## config.mk

```make
export PLATFORM = sky130hd
export DESIGN_NAME = mc_datapath
export DESIGN_NICKNAME = d
export VERILOG_FILES = /design/src/rtl/dp_pkg.sv /design/src/rtl/alu.sv /design/src/rtl/mc_datapath_imm_gen.sv /design/src/rtl/regfile.sv /design/src/rtl/mc_datapath.sv
export SDC_FILE = /design/constraint.sdc
export NUM_CORES = 2
export LEC_CHECK = 0
export ABC_AREA = 1
export BUFFER_PORTS_ARGS = -buffer_cell sky130_fd_sc_hd__buf_2
export CELL_PAD_IN_SITES_DETAIL_PLACEMENT = 1
export CELL_PAD_IN_SITES_GLOBAL_PLACEMENT = 2
export CORE_AREA = 5 5 317 630
export CTS_BUF_LIST = sky130_fd_sc_hd__clkbuf_16
export DETAILED_ROUTE_END_ITERATION = 12
export DIE_AREA = 0 0 322 635
export PLACE_DENSITY_LB_ADDON = 0.1
export SKIP_CTS_REPAIR_TIMING = 1
export SLEW_MARGIN = 20
export SYNTH_ARGS = -nofsm -noshare
export SYNTH_HDL_FRONTEND = slang
export SYNTH_SLANG_ARGS = --single-unit
```

## constraint.sdc

```tcl
create_clock -name clk -period 10.8 [get_ports clk]
set_clock_uncertainty 0.1 [all_clocks]
set_input_delay 1.08 -clock clk [delete_from_list [all_inputs] [get_ports clk]]
set_output_delay 1.08 -clock clk [all_outputs]
set_load 0.01 [all_outputs]
```

## src/rtl/dp_pkg.sv

```systemverilog
// Shared types and encodings for the multi-cycle datapath: FSM states,
// ALU operation codes and the RV32 opcodes the immediate generator decodes.
package dp_pkg;

  typedef enum logic [2:0] {
    FETCH  = 3'd0,
    DECODE = 3'd1,
    EXEC   = 3'd2,
    MEM    = 3'd3,
    WB     = 3'd4,
    HALT   = 3'd5
  } state_t;

  localparam logic [3:0] ALU_ADD  = 4'd0;
  localparam logic [3:0] ALU_SUB  = 4'd1;
  localparam logic [3:0] ALU_AND  = 4'd2;
  localparam logic [3:0] ALU_OR   = 4'd3;
  localparam logic [3:0] ALU_XOR  = 4'd4;
  localparam logic [3:0] ALU_SLL  = 4'd5;
  localparam logic [3:0] ALU_SRL  = 4'd6;
  localparam logic [3:0] ALU_SRA  = 4'd7;
  localparam logic [3:0] ALU_SLT  = 4'd8;
  localparam logic [3:0] ALU_SLTU = 4'd9;

  localparam logic [6:0] OP_LOAD   = 7'b0000011;
  localparam logic [6:0] OP_STORE  = 7'b0100011;
  localparam logic [6:0] OP_BRANCH = 7'b1100011;
  localparam logic [6:0] OP_IMM    = 7'b0010011;
  localparam logic [6:0] OP_REG    = 7'b0110011;

endpackage

```

## src/rtl/alu.sv

```systemverilog
// XLEN-wide ALU; shifts take their amount from a separate field so that
// immediate shifts work regardless of the second operand.
module alu import dp_pkg::*; #(
  parameter int XLEN = 32
) (
  input  logic [3:0]      op,
  input  logic [XLEN-1:0] a,
  input  logic [XLEN-1:0] b,
  input  logic [5:0]      shamt,
  output logic [XLEN-1:0] y,
  output logic            zero
);

  logic [5:0] shamt_s;

  // Operation select
  always_comb begin
    shamt_s = (XLEN == 64) ? shamt : {1'b0, shamt[4:0]};
    case (op)
      ALU_ADD:  y = a + b;
      ALU_SUB:  y = a - b;
      ALU_AND:  y = a & b;
      ALU_OR:   y = a | b;
      ALU_XOR:  y = a ^ b;
      ALU_SLL:  y = a << shamt_s;
      ALU_SRL:  y = a >> shamt_s;
      ALU_SRA:  y = $signed(a) >>> shamt_s;
      ALU_SLT:  y = {{(XLEN-1){1'b0}}, ($signed(a) < $signed(b))};
      ALU_SLTU: y = {{(XLEN-1){1'b0}}, (a < b)};
      default:  y = {XLEN{1'b0}};
    endcase
  end

  assign zero = (y == {XLEN{1'b0}});

endmodule

```

## src/rtl/mc_datapath_imm_gen.sv

```systemverilog
// Immediate generator: picks the I, S or B layout from the opcode and
// sign-extends it to XLEN.
module imm_gen import dp_pkg::*; #(
  parameter int XLEN = 32
) (
  input  logic [31:0]     ir,
  output logic [XLEN-1:0] imm
);

  // Format decode
  always_comb begin
    case (ir[6:0])
      OP_LOAD, OP_IMM: imm = {{(XLEN-12){ir[31]}}, ir[31:20]};
      OP_STORE:        imm = {{(XLEN-12){ir[31]}}, ir[31:25], ir[11:7]};
      OP_BRANCH:       imm = {{(XLEN-13){ir[31]}}, ir[31], ir[7], ir[30:25], ir[11:8], 1'b0};
      default:         imm = {XLEN{1'b0}};
    endcase
  end

endmodule

```

## src/rtl/regfile.sv

```systemverilog
// Two-read, one-write register file; entry 0 reads as zero and ignores writes.
module regfile #(
  parameter int XLEN     = 32,
  parameter int NUM_REGS = 32,
  parameter int AW       = $clog2(NUM_REGS)
) (
  input  logic            clk,
  input  logic            rst,
  input  logic            we,
  input  logic [AW-1:0]   waddr,
  input  logic [XLEN-1:0] wdata,
  input  logic [AW-1:0]   raddr1,
  output logic [XLEN-1:0] rdata1,
  input  logic [AW-1:0]   raddr2,
  output logic [XLEN-1:0] rdata2
);

  logic [XLEN-1:0] regs_r [NUM_REGS];

  // Storage with synchronous clear
  always_ff @(posedge clk) begin
    if (rst) begin
      for (int i = 0; i < NUM_REGS; i++) regs_r[i] <= {XLEN{1'b0}};
    end else if (we && (waddr != {AW{1'b0}})) begin
      regs_r[waddr] <= wdata;
    end
  end

  assign rdata1 = (raddr1 == {AW{1'b0}}) ? {XLEN{1'b0}} : regs_r[raddr1];
  assign rdata2 = (raddr2 == {AW{1'b0}}) ? {XLEN{1'b0}} : regs_r[raddr2];

endmodule

```

## src/rtl/mc_datapath.sv

```systemverilog
// Multi-cycle datapath: FETCH/DECODE/EXEC/MEM/WB with a MEM timeout into HALT.
// Define RETIRE_CNT_EN to build the saturating retired-instruction counter.
module mc_datapath import dp_pkg::*; #(
  parameter int              XLEN        = 32,
  parameter logic [XLEN-1:0] INITIAL_PC  = 32'h00400000,
  parameter int              NUM_REGS    = 32,
  parameter int              MEM_TIMEOUT = 16
) (
  input  logic            clk,
  input  logic            rst,
  input  logic [31:0]     instr,
  input  logic            iValid,
  output logic            fetchReq,
  output logic [XLEN-1:0] PC,
  input  logic [3:0]      ALUCtrl,
  input  logic            ALUSrc,
  input  logic            RegWrite,
  input  logic            MemToReg,
  input  logic            MemRead,
  input  logic            MemWrite,
  input  logic            Branch,
  output logic [XLEN-1:0] dAddress,
  output logic [XLEN-1:0] dWriteData,
  input  logic [XLEN-1:0] dReadData,
  output logic            dReq,
  input  logic            dAck,
  output logic            Zero,
  output logic [XLEN-1:0] WriteBackData,
  output logic            memErr,
  output logic [63:0]     instret
);

  localparam int AW = $clog2(NUM_REGS);
  localparam int CW = $clog2(MEM_TIMEOUT + 1);
  localparam logic [XLEN-1:0] PC_STEP = {{(XLEN-3){1'b0}}, 3'b100};

  state_t          state_r;
  logic [31:0]     ir_r;
  logic [XLEN-1:0] pc_r, a_r, b_r, imm_r, alu_out_r, mdr_r, wb_data_r;
  logic [4:0]      rd_r;
  logic [3:0]      alu_ctrl_r;
  logic            alu_src_r, reg_write_r, mem_to_reg_r, mem_read_r, mem_write_r, branch_r;
  logic            fetch_req_r, dreq_r, mem_err_r, zero_r;
  logic [CW-1:0]   mem_cnt_r;

  logic [XLEN-1:0] imm_s, rdata1_s, rdata2_s, op2_s, alu_res_s, wb_data_s;
  logic            zero_s, rf_we_s;

  imm_gen #(.XLEN(XLEN)) u_imm_gen (.ir(ir_r), .imm(imm_s));

  regfile #(.XLEN(XLEN), .NUM_REGS(NUM_REGS), .AW(AW)) u_regfile (
    .clk    (clk),
    .rst    (rst),
    .we     (rf_we_s),
    .waddr  (rd_r[AW-1:0]),
    .wdata  (wb_data_s),
    .raddr1 (ir_r[15 +: AW]),
    .rdata1 (rdata1_s),
    .raddr2 (ir_r[20 +: AW]),
    .rdata2 (rdata2_s)
  );

  assign op2_s = alu_src_r ? imm_r : b_r;

  alu #(.XLEN(XLEN)) u_alu (
    .op    (alu_ctrl_r),
    .a     (a_r),
    .b     (op2_s),
    .shamt (imm_r[5:0]),
    .y     (alu_res_s),
    .zero  (zero_s)
  );

  assign wb_data_s = mem_to_reg_r ? mdr_r : alu_out_r;
  assign rf_we_s   = (state_r == WB) && reg_write_r && (rd_r != 5'd0);

  // Control FSM and all datapath registers
  always_ff @(posedge clk) begin
    if (rst) begin
      state_r      <= FETCH;
      pc_r         <= INITIAL_PC;
      ir_r         <= 32'd0;
      a_r          <= {XLEN{1'b0}};
      b_r          <= {XLEN{1'b0}};
      imm_r        <= {XLEN{1'b0}};
      alu_out_r    <= {XLEN{1'b0}};
      mdr_r        <= {XLEN{1'b0}};
      wb_data_r    <= {XLEN{1'b0}};
      rd_r         <= 5'd0;
      alu_ctrl_r   <= 4'd0;
      alu_src_r    <= 1'b0;
      reg_write_r  <= 1'b0;
      mem_to_reg_r <= 1'b0;
      mem_read_r   <= 1'b0;
      mem_write_r  <= 1'b0;
      branch_r     <= 1'b0;
      fetch_req_r  <= 1'b0;
      dreq_r       <= 1'b0;
      mem_err_r    <= 1'b0;
      zero_r       <= 1'b0;
      mem_cnt_r    <= {CW{1'b0}};
    end else begin
      case (state_r)
        FETCH: begin
          if (iValid) begin
            ir_r        <= instr;
            fetch_req_r <= 1'b0;
            state_r     <= DECODE;
          end else begin
            fetch_req_r <= 1'b1;
          end
        end
        DECODE: begin
          rd_r         <= ir_r[11:7];
          a_r          <= rdata1_s;
          b_r          <= rdata2_s;
          imm_r        <= imm_s;
          alu_ctrl_r   <= ALUCtrl;
          alu_src_r    <= ALUSrc;
          reg_write_r  <= RegWrite;
          mem_to_reg_r <= MemToReg;
          mem_read_r   <= MemRead;
          mem_write_r  <= MemWrite;
          branch_r     <= Branch;
          state_r      <= EXEC;
        end
        EXEC: begin
          alu_out_r <= alu_res_s;
          zero_r    <= zero_s;
          // Branches resolve here and retire without a WB cycle
          if (branch_r) begin
            pc_r        <= zero_s ? (pc_r + imm_r) : (pc_r + PC_STEP);
            fetch_req_r <= 1'b1;
            state_r     <= FETCH;
          end else if (mem_read_r || mem_write_r) begin
            dreq_r    <= 1'b1;
            mem_cnt_r <= {CW{1'b0}};
            state_r   <= MEM;
          end else begin
            state_r <= WB;
          end
        end
        MEM: begin
          // A dAck on the final allowed cycle still wins over the timeout
          if (dAck) begin
            mdr_r   <= dReadData;
            dreq_r  <= 1'b0;
            state_r <= WB;
          end else if (mem_cnt_r == CW'(MEM_TIMEOUT - 1)) begin
            mem_err_r <= 1'b1;
            dreq_r    <= 1'b0;
            state_r   <= HALT;
          end else begin
            mem_cnt_r <= mem_cnt_r + CW'(1'b1);
          end
        end
        WB: begin
          wb_data_r   <= wb_data_s;
          pc_r        <= pc_r + PC_STEP;
          fetch_req_r <= 1'b1;
          state_r     <= FETCH;
        end
        HALT: begin
          state_r <= HALT;
        end
        default: begin
          state_r <= FETCH;
        end
      endcase
    end
  end

`ifdef RETIRE_CNT_EN
  logic [63:0] instret_r;

  // Saturating retire counter
  always_ff @(posedge clk) begin
    if (rst) begin
      instret_r <= 64'd0;
    end else if (((state_r == WB) || ((state_r == EXEC) && branch_r)) && (instret_r != {64{1'b1}})) begin
      instret_r <= instret_r + 64'd1;
    end
  end

  assign instret = instret_r;
`else
  assign instret = 64'd0;
`endif

  assign fetchReq      = fetch_req_r;
  assign PC            = pc_r;
  assign dAddress      = alu_out_r;
  assign dWriteData    = b_r;
  assign dReq          = dreq_r;
  assign Zero          = zero_r;
  assign WriteBackData = wb_data_r;
  assign memErr        = mem_err_r;

endmodule

```

Yosys cells after proc, flatten, opt, wreduce, memory -nomap -nowiden
Memories as Yosys holds them, arrays and structs flattened. A register that Yosys moved wholly into a read port is not among the register bits. Cells that the tools add are included.

Add/subtract/negate cells: 5. $lt $le $gt $ge: 2. Equality and inequality tests: 26. Shifts and indexed selects: 3. Muxes and demuxes: 40. Bitwise gates (word level): 4. Reduce and logical (&&, ||, !) cells: 23.

Operators by type and width (number): $pmux 32 s10 (1); $mux 32 (7); $pmux 32 s3 (1); $add 32x32->32 (2); $lt 32x32->1 (2); $pmux 32 s2 (1); $mux 5 (9); $add 32x3->32 const B (1); $and 32x32->32 (1); $logic_not 32->1 (1); $or 32x32->32 (1); $reduce_or 32->1 (1); $shl 32x5->32 (1); $shr 32x5->32 (1); $sshr 32x5->32 (1); $sub 32x32->32 (1); $xor 32x32->32 (1); $eq 4x3->1 const B (4); $mux 3 (5); $pmux 3 s5 (1); $mux 1 (12); $ne 2x2->1 const B (6); $logic_not 5->1 (2); $pmux 5 s2 (1); other kinds (28) (39).

Flip-flop bits (word level): 283. RAM bits: 1024. Output and inout bits: 196. Logic and storage cells: 126. Memories: 1.

Memory list: u_regfile.regs_r (depth 32, bits a word 32, read ports 2, clocked after memory_dff 2, write ports 32, RTL line regfile.sv:18) `logic [XLEN-1:0] regs_r [NUM_REGS];`.

Logic depth before layout (Yosys ltp)
Word-level depth: 9. Gate-level depth with buffers: 32. Depth with buffers taken out: 29.

By module
From an unflattened synthesis, not the netlist that was laid out.

Cell total of the unflattened synthesis: 11715. Area, all modules: 82022.4 sq um.

Modules (own cells, without submodules): regfile (times used 1, cells each 7240, area each 56387.8 sq um, seq. area each 30749.5 sq um); mc_datapath (times used 1, cells each 2193, area each 14625.3 sq um, seq. area each 5665.4 sq um); alu (times used 1, cells each 2216, area each 10612.7 sq um, seq. area each 0.0 sq um); imm_gen (times used 1, cells each 66, area each 396.6 sq um, seq. area each 0.0 sq um).

Worst setup path after synthesis
Ideal clock, no wire load.

Kind: register -> register. Start: register imm_r[30]. End: register pc_r[25] (netlist: PC[25]). Library setup time: 109 ps. Arrival: 3492 ps. Required time: 10591 ps. Path slack: 7099 ps. Cell stages (with the launch flop): 28. Path through: dfxtp_1 > nand2_1 > inv_1 > clkbuf_1 > a21oi_1 > ha_1 > buf_2 > nand2_1 > nor2_1 > inv_1 > nor2_1 > and2_1 > nand2_1 > nand2_1 > nand2_1 > nand3_1 > nand2_1 > nor2_1 > nand2_1 > nor2_1 > nand2_1 > nor2_8 > nand3_4 > buf_6 > nand2_1 > nand3_1 > nand2_1 > inv_1.

Longest elaborated chain between the ends: 7. Elaborated cells on any way between the ends: 13. Classes of those cells: add/sub: 2; order compare: 2; mux: 5; bitwise: 3; reduce/logical: 1.

Ends and longest elaborated chain: start: declaration (RTL line mc_datapath.sv:39) `logic [XLEN-1:0] pc_r, a_r, b_r, imm_r, alu_out_r, mdr_r, wb_data_r;`; start signal: assignment (RTL line mc_datapath.sv:85) `imm_r <= {XLEN{1'b0}};`; start signal: assignment (RTL line mc_datapath.sv:117) `imm_r <= imm_s;`; $mux 32 * (RTL line mc_datapath.sv:63) `assign op2_s = alu_src_r ? imm_r : b_r;`; $sub 32x32->32 (tied with other cells) (RTL line alu.sv:21) `ALU_SUB: y = a - b;`; $pmux 32 s10 * (RTL line alu.sv:19) `case (op)`; $logic_not 32->1 * (RTL line alu.sv:34) `assign zero = (y == {XLEN{1'b0}});`; $mux 32 * (RTL line mc_datapath.sv:132) `pc_r <= zero_s ? (pc_r + imm_r) : (pc_r + PC_STEP);`; $mux 32 * (RTL line mc_datapath.sv:131) `if (branch_r) begin`; $pmux 32 s2 * (RTL line mc_datapath.sv:103) `case (state_r)`; end signal: assignment (RTL line mc_datapath.sv:132); end signal: assignment (RTL line mc_datapath.sv:159) `pc_r <= pc_r + PC_STEP;`; end: declaration (RTL line mc_datapath.sv:39).

Every way passes the cells marked *; elsewhere a longest branch is shown, timed or not. The select of a mux whose other input is x is not followed. A chain may end at the register's enable or synchronous reset.

Worst setup path after layout
Start: register alu_src_r. End: register pc_r[26] (netlist: PC[26]).

Longest elaborated chain between the ends: 7. Elaborated cells on any way between the ends: 13. Classes of those cells: add/sub: 2; order compare: 2; mux: 5; bitwise: 3; reduce/logical: 1.

Ends and longest elaborated chain: start: declaration (RTL line mc_datapath.sv:42) `logic alu_src_r, reg_write_r, mem_to_reg_r, mem_read_r, mem_write_r, branch_r;`; start signal: assignment (RTL line mc_datapath.sv:119) `alu_src_r <= ALUSrc;`; $mux 32 * (RTL line mc_datapath.sv:63); $sub 32x32->32 (tied with other cells) (RTL line alu.sv:21); $pmux 32 s10 * (RTL line alu.sv:19); $logic_not 32->1 * (RTL line alu.sv:34); $mux 32 * (RTL line mc_datapath.sv:132); $mux 32 * (RTL line mc_datapath.sv:131); $pmux 32 s2 * (RTL line mc_datapath.sv:103).

Marks and branches as above.

==> metrics.txt <==
Avg WL per Cell=approximately 32 um; maximum number of pins on one net before global-route repair=approximately 150; total of max-cap violations=0; end of the worst hold path=ir_r[30]$_SDFFE_PP0P_; YS warnings=0; result of the run=complete, no violations; launch point of the worst path=alu_src_r$_SDFFE_PP0P_; antenna violation net count after detailed routing=0; DR pass1 iterations=5; number of distinct library cells after synthesis=59; class of the most critical hold timing path=reg -> reg; Die Outline Area=between 200000 and 250000 sq um; CTS Buffer Depth=4; CTS clk-pin slew, worst paths=~0.07 ns; leakage power=32.5 nW; VDD IR-drop max=0.162 mV; via count of the first global-routing pass=77480; start point of the worst min-delay path=ir_r[30]$_SDFFE_PP0P_; number of H-tree levels=4; post-synthesis cell count=~9500; post-route core utilization=43.6%; final count of pins violating max slew=0; die extent in y=635 um; worst-case setup margin in the final layout=3.97 ns; crit start category=register; CP Data Arrival Time=7.45 ns; commonest cells after routing, fill and taps aside=nand2_1 (1903), nor2_1 (1541), edfxtp_1 (1024), nand3_1 (686), inv_1 (582); share of the yosys chip area belonging to registers=46.8%; Layout Nets=9542; worst-path fanout max=28; accumulated negative setup slack=0 ns; Seq cells post-synth=1295; commonest non-fill, non-tap cell in the layout=nand2_1; Num CTS Buffers=140; Mapped Area=77400 sq um; # clock sinks=1295; master cell of the clock root buffer=clkbuf_16; power density over the cells=roughly 260 nW/um^2; number of DRC markers in iteration 0=approximately 5700; Syn-to-layout area delta=9.57%; initial antenna violation count=14; DR vias/cell=6.20; number of setup violations in the final report=0; post-detail-place hpwl=258 mm; GRT Overall Usage=35.4%; headroom to the max-slew limit=about 14%; Post-synth ARST share=0%; Worst Reg2Reg Path Length in Cells=22; count of flip-flops with a built-in enable after synthesis=1024; Highest Clock Rate=146 MHz; count of endpoints failing hold in the final timing report=0; RSZ-0062 raised after global routing=no; Filler Cell Count=~23000; area of the placeable core=194000 sq um; worst slack after detailed placement=3.98 ns; transition time at the pin with the least slew margin=1.29 ns; Crit Reg-Reg Startpoint=alu_src_r$_SDFFE_PP0P_; Avg Synthesized Cell Area=8.11 sq um; drt drc=0; wire length of the first global-routing pass=531 mm; cell depth of the worst min-delay path=2; horizontal extent of the die=322 um; slack of the worst reg-to-reg path=slightly below 4 ns; fraction of layout instances using a drive strength above 1=8.30%; most used flip-flop cell after synthesis=edfxtp_1; Detailed Route WL=378 mm; Pwr Total=0.0223 W; final estimated routing congestion in global placement=1.01; worst skew pair latency=0.81 ns; Cell Rows=229; number of I/O pins=274; input/output buffers=~210; Final min period=6.83 ns; clock tree from TritonCTS=yes; total grt overflow=0; worst r2r dst=PC[26]$_SDFFE_PP0P_; critical path type=reg -> reg; number of vias in the routed layout=74165; critical path required time=11.42 ns; critical path capture point type=register; Final period util=63.2%; Initial Utilization=39.8%
==> cells by family (layout without fill, tap and decap cells) <==
group	after synthesis	count (layout)	share of synthesized area [%]
buffers and inverters	1448	1235	7.61
other	1	100	0.00485
AND/OR/NAND/NOR	4398	4398	23.1
AO/OA/AOI/OAI	1961	1961	16.4
multiplexers	256	256	3.31
XOR/XNOR	50	50	0.566
flip-flops	1295	1295	46.8
adder cells (fa/ha/maj)	135	135	2.21
==> where the power goes <==
group / internal [W] / total (W) / switching [W] / leakage [nW]
logic: 0.00269 / 0.0111 / 0.00838 / 17.5
clock network: 0.00276 / 0.00486 / 0.00210 / 2.24
registers: 0.00576 / 0.00639 / 0.000630 / 12.8
total: 0.0112 / 0.0223 / 0.0111 / 32.5
==> flip-flops by register name (all words and copies together), names as in the netlist, 3 cells and up, named ones only <==
| register | count |
|---|---|
| a_r | 32 |
| state_r | 3 |
| dAddress | 32 |
| mem_cnt_r | 5 |
| dWriteData | 32 |
| PC | 32 |
| imm_r | 13 |
| mdr_r | 32 |
| u_regfile.regs_r | 1024 |
| ir_r | 29 |
| WriteBackData | 32 |
| rd_r | 5 |
| alu_ctrl_r | 4 |
==> metrics by stage <==
step / hold WS (ns) / instances / instance area (sq um)
global placement: 0.335 / 11727 / 80300
CTS: 0.355 / 11967 / 84700
finish: 0.350 / 11971 / 84800
detailed placement: 0.345 / 11728 / 80300
floorplan: 0.324 / 9639 / 77700
global route: 0.363 / 11970 / 84800
==> Yosys cell counts (all sizes together) (2+ instances only) <==
master	instances	area share, %
edfxtp	1024	40
buf	187	1.5
nand2	1978	9.7
inv	581	2.8
o211ai	294	2.9
a21boi	4	0.039
o21bai	9	0.087
or2	7	0.057
clkinv	7	0.034
a211oi	24	0.23
mux2i	256	3.3
a31oi	6	0.049
nand3	694	4.5
nor4	7	0.057
clkbuf	673	3.3
o22ai	20	0.16
dfxtp	271	7.0
a221oi	2	0.023
a32oi	256	2.9
o2111ai	2	0.023
a21oi	564	3.7
xor2	37	0.42
o221ai	264	3.0
ha	132	2.1
o21ai	506	3.3
nand4	61	0.49
nor3	62	0.41
and2	17	0.14
nor2	1558	7.6
a21o	5	0.049
nand3b	10	0.10
xnor2	13	0.15
and3	2	0.016
fa	3	0.078
==> routing by layer <==
layer  wire (um)  global-route usage [%]
met4       39600                    29.4
met2      191000                    63.8
met3       22800                    5.03
met5          51                       0
met1      125000                    35.7
==> worst max path at each step <==
stage	to	slack (ns)	cells past startpoint
global placement	PC[18]$_SDFFE_PP0P_	4.06	22
CTS	PC[26]$_SDFFE_PP0P_	3.98	22
global route	PC[27]$_SDFFE_PP0P_	3.53	26
detailed placement	PC[18]$_SDFFE_PP0P_	3.98	22
finish	PC[26]$_SDFFE_PP0P_	3.97	22
floorplan	PC[25]$_SDFFE_PP0P_	7.10	27
==> cell type report <==
cell class	instances	area (sq um)	share of cell area (%)
clock inverters	96	833	0.983
repair buffers	408	2700	3.18
well taps	2541	3180	3.75
flip-flops and latches	1295	36200	42.7
multi-input cells	6896	36000	42.5
diodes	4	10.0	0.0118
inverters	588	2240	2.64
clock buffers	143	3580	4.22
==> worst max-delay path: stages, from the launching register on <==
cell,delay [ns]
dfxtp_1,1.03
clkinv_1,0.17
buf_4,0.30
or2_2,0.35
o21ai_0,0.15
ha_1,0.43
nand2_1,0.11
nand2_1,0.19
a21oi_1,0.18
nand2_1,0.18
nand2_1,0.11
nand2_1,0.23
o21ai_0,0.81
nand3_1,0.20
inv_1,0.14
nand2_1,0.07
nor2_1,0.12
nand2_1,0.11
nor2_4,0.68
nand3_4,0.45
inv_1,0.32
nand2_1,0.08
a21oi_1,0.13
Power figures use the tool's default switching activity.
